[src/rtl/stoch_pkg.sv]
// Shared definitions for the stochastic datapath: FSM encoding and bipolar offset helper.
package stoch_pkg;

    localparam int unsigned OFFSET_W = 34;

    typedef enum logic [1:0] {
        ST_IDLE  = 2'd0,
        ST_ACCUM = 2'd1,
        ST_HOLD  = 2'd2
    } stoch_state_e;

    // 2^wbits; callers cast down to their own WBITS+2 output width
    function automatic logic [OFFSET_W-1:0] bipolar_offset(input int unsigned wbits);
        return OFFSET_W'(1) << wbits;
    endfunction

endpackage

[src/rtl/sc_window_ctr.sv]
// Qualified sample counter over a 2^WBITS window with a last-sample flag.
module sc_window_ctr
    import stoch_pkg::*;
#(
    parameter int unsigned WBITS = 8
) (
    input  logic clk,
    input  logic rst,
    input  logic clr,
    input  logic en,
    output logic last_c
);

    localparam logic [WBITS-1:0] CNT_LAST = '1;

    logic [WBITS-1:0] cnt;

    // wraps naturally back to zero on the last sample of a window
    always_ff @(posedge clk or posedge rst) begin
        if (rst) begin
            cnt <= '0;
        end else if (clr) begin
            cnt <= '0;
        end else if (en) begin
            cnt <= cnt + WBITS'(1);
        end
    end

    assign last_c = en && (cnt == CNT_LAST);

endmodule

[src/rtl/stoch_to_bin.sv]
// Counts ones of a stochastic stream over a 2^WBITS window and hands the result out via valid/ready.
module stoch_to_bin
    import stoch_pkg::*;
#(
    parameter int unsigned WBITS   = 8,
    parameter int unsigned BIPOLAR = 0
) (
    input  logic             CLK,
    input  logic             RST,
    input  logic             EN,
    input  logic             IN,
    input  logic             START,
    input  logic             READY,
    output logic [WBITS+1:0] OUT,
    output logic             VALID,
    output logic             BUSY
);

    localparam int unsigned ONES_W = WBITS + 1;
    localparam int unsigned OUT_W  = WBITS + 2;
    localparam logic [OUT_W-1:0] OFFSET = OUT_W'(bipolar_offset(WBITS));

    stoch_state_e      state;
    logic [ONES_W-1:0] ones;
    logic [ONES_W-1:0] ones_next_c;
    logic [OUT_W-1:0]  result_c;
    logic              ctr_clr_c;
    logic              ctr_en_c;
    logic              win_last_c;

    // counter clears whenever a window (re)starts; samples on START cycles are dropped
    assign ctr_clr_c = START && ((state == ST_IDLE) || (state == ST_ACCUM) ||
                                 ((state == ST_HOLD) && READY));
    assign ctr_en_c  = (state == ST_ACCUM) && EN && !START;

    sc_window_ctr #(
        .WBITS (WBITS)
    ) u_window_ctr (
        .clk    (CLK),
        .rst    (RST),
        .clr    (ctr_clr_c),
        .en     (ctr_en_c),
        .last_c (win_last_c)
    );

    // final count includes the current sample so the last bit is not lost
    always_comb begin
        ones_next_c = ones + ONES_W'(IN);
        result_c    = OUT_W'(ones_next_c);
        if (BIPOLAR != 0) begin
            result_c = (OUT_W'(ones_next_c) << 1) - OFFSET;
        end
    end

    always_ff @(posedge CLK or posedge RST) begin
        if (RST) begin
            state <= ST_IDLE;
            ones  <= '0;
            OUT   <= '0;
            VALID <= 1'b0;
            BUSY  <= 1'b0;
        end else begin
            case (state)
                ST_IDLE: begin
                    if (START) begin
                        state <= ST_ACCUM;
                        ones  <= '0;
                        BUSY  <= 1'b1;
                    end
                end
                ST_ACCUM: begin
                    if (START) begin
                        ones <= '0;
                    end else if (EN) begin
                        if (win_last_c) begin
                            state <= ST_HOLD;
                            ones  <= '0;
                            OUT   <= result_c;
                            VALID <= 1'b1;
                            BUSY  <= 1'b0;
                        end else begin
                            ones <= ones_next_c;
                        end
                    end
                end
                ST_HOLD: begin
                    if (READY) begin
                        VALID <= 1'b0;
                        if (START) begin
                            state <= ST_ACCUM;
                            ones  <= '0;
                            BUSY  <= 1'b1;
                        end else begin
                            state <= ST_IDLE;
                        end
                    end
                end
                default: begin
                    state <= ST_IDLE;
                    ones  <= '0;
                    VALID <= 1'b0;
                    BUSY  <= 1'b0;
                end
            endcase
        end
    end

endmodule
[config.mk]
export PLATFORM = sky130hd
export DESIGN_NAME = stoch_to_bin
export DESIGN_NICKNAME = d
export VERILOG_FILES = /design/src/rtl/stoch_pkg.sv /design/src/rtl/sc_window_ctr.sv /design/src/rtl/stoch_to_bin.sv
export SDC_FILE = /design/constraint.sdc
export NUM_CORES = 1
export LEC_CHECK = 0
export CORE_MARGIN = 2
export CORE_UTILIZATION = 54
export DETAILED_ROUTE_END_ITERATION = 7
export HOLD_SLACK_MARGIN = 0.05
export PLACE_DENSITY = 0.78
export RECOVER_POWER = 50
export SYNTH_ARGS = -nofsm -noshare
export SYNTH_HDL_FRONTEND = slang
export SYNTH_HIERARCHICAL = 1
export SYNTH_SLANG_ARGS = --single-unit
[constraint.sdc]
create_clock -name CLK -period 3.2 [get_ports CLK]
set_input_delay 0.64 -clock CLK [delete_from_list [all_inputs] [get_ports CLK]]
set_output_delay 0.64 -clock CLK [all_outputs]
set_load 0.01 [all_outputs]
# [Word level (Yosys, flattened, before mapping)]
# Cells that the tools add are included.
[word_totals] regBits=30 in_bits=6 output_inout_bits=12 word_cells=60
[classes] addsub=2 n_eq_ne=9 mux=26 bitwise=2 reduce_logical=15
[op_table] operator="$mux W9" n=5
[op_table] operator="$pmux W9 S3" n=1
[op_table] operator="$mux W8" n=2
[op_table] operator="$mux W1" n=10
[op_table] operator="$mux W2" n=5
[op_table] operator="$reduce_and A5 Y1" n=2
[op_table] operator="$add A9 B1 Y9" n=1
[op_table] operator="$add A8 B1 Y8 const B" n=1
[op_table] operator="$eq A8 B8 Y1 const B" n=1
[op_table] operator="$ne A2 B2 Y1 const B" n=4
[op_table] operator="$reduce_and A4 Y1" n=2
[op_table] operator="$pmux W1 S3" n=2
[op_table] operator="$pmux W2 S3" n=1
[op_table] operator="$logic_and A1 B1 Y1" n=5
[op_table] operator="$ne A3 B3 Y1 const B" n=1
[op_table] operator="$eq A2 B1 Y1 const B" n=1
[op_table] operator="$eq A2 B2 Y1 const B" n=1
[op_table] operator="$logic_not A2 Y1" n=1
[op_table] operator="$logic_or A1 B1 Y1" n=2
[op_table] operator="$ne A2 B1 Y1 const B" n=1
[op_table] operator="$not A1 Y1" n=2
[op_table] operator="$reduce_and A2 Y1" n=1
[op_table] operator="$reduce_bool A2 Y1" n=1
[op_table] operator="$logic_not A1 Y1" n=1

# [Logic depth before layout (Yosys ltp)]
[logic_depth] word_depth=8 ltp_mapped=11 mapped_depth_nobuf=8

# [Hierarchy]
# The synthesis kept the hierarchy.
[by_module_without_submodules] mod="stoch_to_bin" n_inst=1 cells_per_inst=114 area_each_um2=1193.6 seq_area_each_um2=550.5
[by_module_without_submodules] mod="sc_window_ctr" n_inst=1 cells_per_inst=41 area_each_um2=419.2 seq_area_each_um2=200.2

# [Worst setup path before layout]
# No wires, ideal clock.
[synth_timing] path_kind="input port to flip-flop" start="in START" end="reg OUT[0]" setup_ns=0.128 t_arrival_ns=2.571 required_ns=3.072 slack_ns=0.502 cell_stages=8 n_path_buf=1 path_cell_list="nand4bb_4 inv_1 buf_4 nand3_1 nor3_1 nand3b_4 nor3b_4 mux2_1"
[synth_between] elab_chain_len=4 word_cells_on_any_way=5 classes_between="bitwise (1); reduce/logical (4)"
[synth_lines] item="from (decl)" line="stoch_to_bin.sv:12" source="input logic START,"
[synth_lines] item="$logic_not A1 Y1" line="stoch_to_bin.sv:34" source="assign ctr_en_c = (state == ST_ACCUM) && EN && !START;"
[synth_lines] item="$logic_and A1 B1 Y1" line="stoch_to_bin.sv:34"
[synth_lines] item="net ctr_en_c" line="stoch_to_bin.sv:28" source="logic ctr_en_c;"
[synth_lines] item="$logic_and A1 B1 Y1" line="sc_window_ctr.sv:29" source="assign last_c = en && (cnt == CNT_LAST);"
[synth_lines] item="net win_last_c" line="stoch_to_bin.sv:29" source="logic win_last_c;"
[synth_lines] item="$reduce_and A4 Y1 (no source line)"
[synth_lines] item="to (signal assigned)" line="stoch_to_bin.sv:78" source="OUT <= result_c;"
[synth_lines] item="to (decl)" line="stoch_to_bin.sv:14" source="output logic [WBITS+1:0] OUT,"
# The timed path passes the listed nets, and every way through them passes these cells.
# A chain may end at the register's enable or synchronous reset.

# [Worst setup path after layout]
[layout_timing] start="in START" end="reg ones[8]"
[layout_between] elab_chain_len=7 word_cells_on_any_way=11 classes_between="eq/ne (1); mux (6); reduce/logical (4)"
[layout_lines] item="$logic_not A1 Y1" line="stoch_to_bin.sv:34"
[layout_lines] item="$logic_and A1 B1 Y1" line="stoch_to_bin.sv:34"
[layout_lines] item="net ctr_en_c" line="stoch_to_bin.sv:28"
[layout_lines] item="$logic_and A1 B1 Y1" line="sc_window_ctr.sv:29"
[layout_lines] item="net win_last_c" line="stoch_to_bin.sv:29"
[layout_lines] item="$mux W9" line="stoch_to_bin.sv:75" source="if (win_last_c) begin"
[layout_lines] item="$mux W9" line="stoch_to_bin.sv:74" source="end else if (EN) begin"
[layout_lines] item="$mux W9" line="stoch_to_bin.sv:72" source="if (START) begin"
[layout_lines] item="$pmux W9 S3" line="stoch_to_bin.sv:63" source="case (state)"
[layout_lines] item="to (signal assigned)" line="stoch_to_bin.sv:82" source="ones <= ones_next_c;"
[layout_lines] item="to (decl)" line="stoch_to_bin.sv:24" source="logic [ONES_W-1:0] ones;"
# The timed path passes the listed nets, and every way through them passes these cells. The select of a mux whose other input is x is not followed.

==> impl_metrics.json <==
{
  "status": "finished with violations",
  "violations": "DRC",
  "ys_warn_count": 6,
  "grt_max_degree": 23,
  "syn_inst": 155,
  "cts_tree": "yes",
  "gr-usage-all-layers": 0.194,
  "grt_pass1_vias": 1148,
  "async_reset_ff_frac": 1.00,
  "comb_power_share": 0.076,
  "switching_share": 0.230,
  "via_per_inst": 5.89,
  "hold_path.class": "flop to flop",
  "antenna_found_initial": 0,
  "synth_nets": 164,
  "ctsLongestPathBuffers": 2,
  "syn_area_um2": 1610,
  "period_needed_ps": 2780,
  "drtIter0Drc": 32,
  "syn_avg_cell_area_um2": 10.4,
  "rsz0062_at_grt": "false",
  "ctsHoldBuffers": 0,
  "crit_path_end_kind": "flop",
  "slew_headroom": 0.455,
  "arrival_ps": 3020,
  "clock_power_share": 0.396,
  "post-route-period-util": 0.870,
  "p_sw_mw": 0.170,
  "tightest_slew_ps": 817,
  "drt-total-wl_mm": 2.93,
  "cts_resized": 0,
  "die-area_um2": 3440,
  "io_pins": 18,
  "p_leak_nw": 0.879,
  "cts.sinks": 30,
  "core_um2": 2810,
  "cts_setup_buffers": 0,
  "fmax_mhz": 359,
  "syn_to_final_growth_pct": 13.6,
  "antenna_cells": 0,
  "grt_pass1_wl_mm": 5.02,
  "dp_slack_ps": 291,
  "placedInstanceArea_um2": 1770,
  "critPathMaxFanout": 12,
  "cts_max_level": 2,
  "grt-ovfl-total": 0,
  "ys_seq_area_frac": 0.465,
  "critical_path_class": "primary input to flop",
  "p_total_mw": 0.738,
  "num_vias": 1207,
  "worstSetupStartpointType": "primary input",
  "setup_viol": 0,
  "power.density_nw_per_um2": 403,
  "pwr-share-seq": 0.529,
  "yosysTopAreaCellShare": 0.465,
  "yosysUniqueCellTypes": 41,
  "layout-drive-gt1-share": 0.115,
  "drv.max_cap_violation_count": 0,
  "fin_skew_ps": 7.86,
  "ys.flop_type": "dfrtp_1",
  "clk_latency_ps": 330,
  "setup_tns_ps": 0,
  "synth_edf_count": 0,
  "crit_chain": "dlygate4sd3_1 -> nand4bb_1 -> inv_1 -> nand3_1 -> nor3_1 -> buf_4 -> nor2_2 -> a211o_1 -> a21o_1",
  "drtPass1Iterations": 6,
  "initial_core_util": 0.575,
  "rows": 19,
  "path_clk_slew_ps": 100,
  "die_h_um": 58.7,
  "dieWidth_um": 58.7,
  "setup_slack_ps": 416,
  "irDropWorstVdd_mv": 0.358,
  "finalHoldViolCount": 0,
  "fin_nets": 182,
  "final_cells": 205,
  "detail_route.wl_per_cell_um": 14.3,
  "stdcell_area_um2": 1830,
  "gp_congestion": 0.818,
  "cts_buffers": 5,
  "slowest_stage": "dlygate4sd3_1",
  "final_max_slew_viol_count": 0,
  "fillerInstances": 246,
  "yosys-top-cells-area": "dfrtp_1, a21oi_1, xor2_1",
  "p_int_mw": 0.568,
  "required_ps": 3430,
  "portBuffers": 16,
  "clockRootBuffer": "clkbuf_4",
  "ant_nets": 0,
  "synth-seq-cells": 30,
  "dp.cells": 197,
  "drc_errors": 2,
  "hpwl_mm": 2.13,
  "synth_area_leader_cell": "dfrtp_1",
  "critical_path.max_stage_delay_ps": 620
}
-- kinds of logic after synthesis --
family          after synthesis  share of synthesized area
flops                        30                      0.465
mux                           4                     0.0264
fa+ha+maj                     3                     0.0233
other cells                   1                    0.00233
xor+xnor                     11                     0.0597
simple gates                 54                      0.205
compound gates               38                      0.164
buf+inv                      14                     0.0535
-- cell type report --
cell class	instances	area [µm²]	share of cell area
clock inverters	3	40.0	0.0219
well taps	31	38.8	0.0212
flip-flops and latches	30	751	0.410
clock buffers	5	37.5	0.0205
inverters	5	18.8	0.0102
multi-input cells	111	759	0.415
repair buffers	20	186	0.102
-- power groups by stage --
| stage | Clock [mW] | Sequential, mW | Combinational (mW) |
|---|---|---|---|
| 2_1_floorplan | 0 | 0.394 | 0.0476 |
| 3_3_place_gp | 0 | 0.398 | 0.0568 |
| 3_5_place_dp | 0 | 0.399 | 0.0591 |
| 4_1_cts | 0.300 | 0.391 | 0.0596 |
| 5_1_grt | 0.317 | 0.391 | 0.0622 |
| 6_report | 0.292 | 0.390 | 0.0557 |
-- synth_stat cells, types with 3 or more instances --
master / count
a211o_1: 4
a21o_1: 4
a21oi_1: 14
a22o_1: 3
and3_1: 4
buf_2: 3
buf_4: 4
dfrtp_1: 30
ha_1: 3
inv_1: 5
nand2_1: 7
nand3_1: 6
nand4_1: 3
nor2_1: 16
nor4_1: 3
o21ai_0: 4
xnor2_1: 4
xor2_1: 7
-- placed cells by master (no fill, tap or decap), types with 2 or more instances in the layout --
cell type         n
a21oi_1          14
nand2_1           7
inv_1             5
nor3_1            2
o31ai_1           2
ha_1              3
nor2_1           16
dlygate4sd3_1     3
a211o_1           4
xnor2_1           4
mux2_1            2
buf_4             3
a22o_1            3
o21ai_0           4
clkbuf_4          5
clkinv_2          2
a21oi_2           2
nand2b_1          2
o22ai_1           2
clkdlybuf4s50_1  13
a21o_1            4
nand4_1           3
dfrtp_1          30
nand3_1           6
xor2_1            7
nor4_1            3
and3_1            4
mux2i_1           2
-- worst paths after layout --
kind | start | endpoint | slack, ps | cells past startpoint
max in group asynchronous | RST | ones[1]$_DFFE_PP0P_ | 1770 | 2
min in group asynchronous | RST | u_window_ctr/cnt[7]$_DFFE_PP0P_ | 710 | 2
max reg2reg | state[1]$_DFFE_PP0P_ | ones[8]$_DFFE_PP0P_ | 850 | 8
max | START | ones[8]$_DFFE_PP0P_ | 420 | 9
min reg2reg | OUT[1]$_DFFE_PP0P_ | OUT[1]$_DFFE_PP0P_ | 490 | 1
min | OUT[1]$_DFFE_PP0P_ | OUT[1]$_DFFE_PP0P_ | 490 | 1
-- flip-flops by register name, summed over array words and instances (netlist names) --
signal,flops
BUSY,1
OUT,9
state,2
ones,9
u_window_ctr/cnt,8
VALID,1
-- per-stage QoR --
stage,hold WS (ps),utilization
detailed placement,474,0.632
CTS,495,0.660
global route,512,0.653
floorplan,456,-
global placement,471,0.632
finish,488,0.653
-- worst max-delay path, delay by kind of cell --
family                 cells  cell delay [ps]
buffers and inverters      3              990
AOI/OAI and AO/OA          2              500
and+or+nand+nor            4              880
-- metal layers --
layer,vias up,wire [µm],track usage
li1,593,-,-
met5,-,0,0
met4,0,31,0.0714
met1,573,1290,0.243
met3,4,192,0.0615
met2,37,1410,0.318
Note: power is estimated with default switching activity, not from simulation.
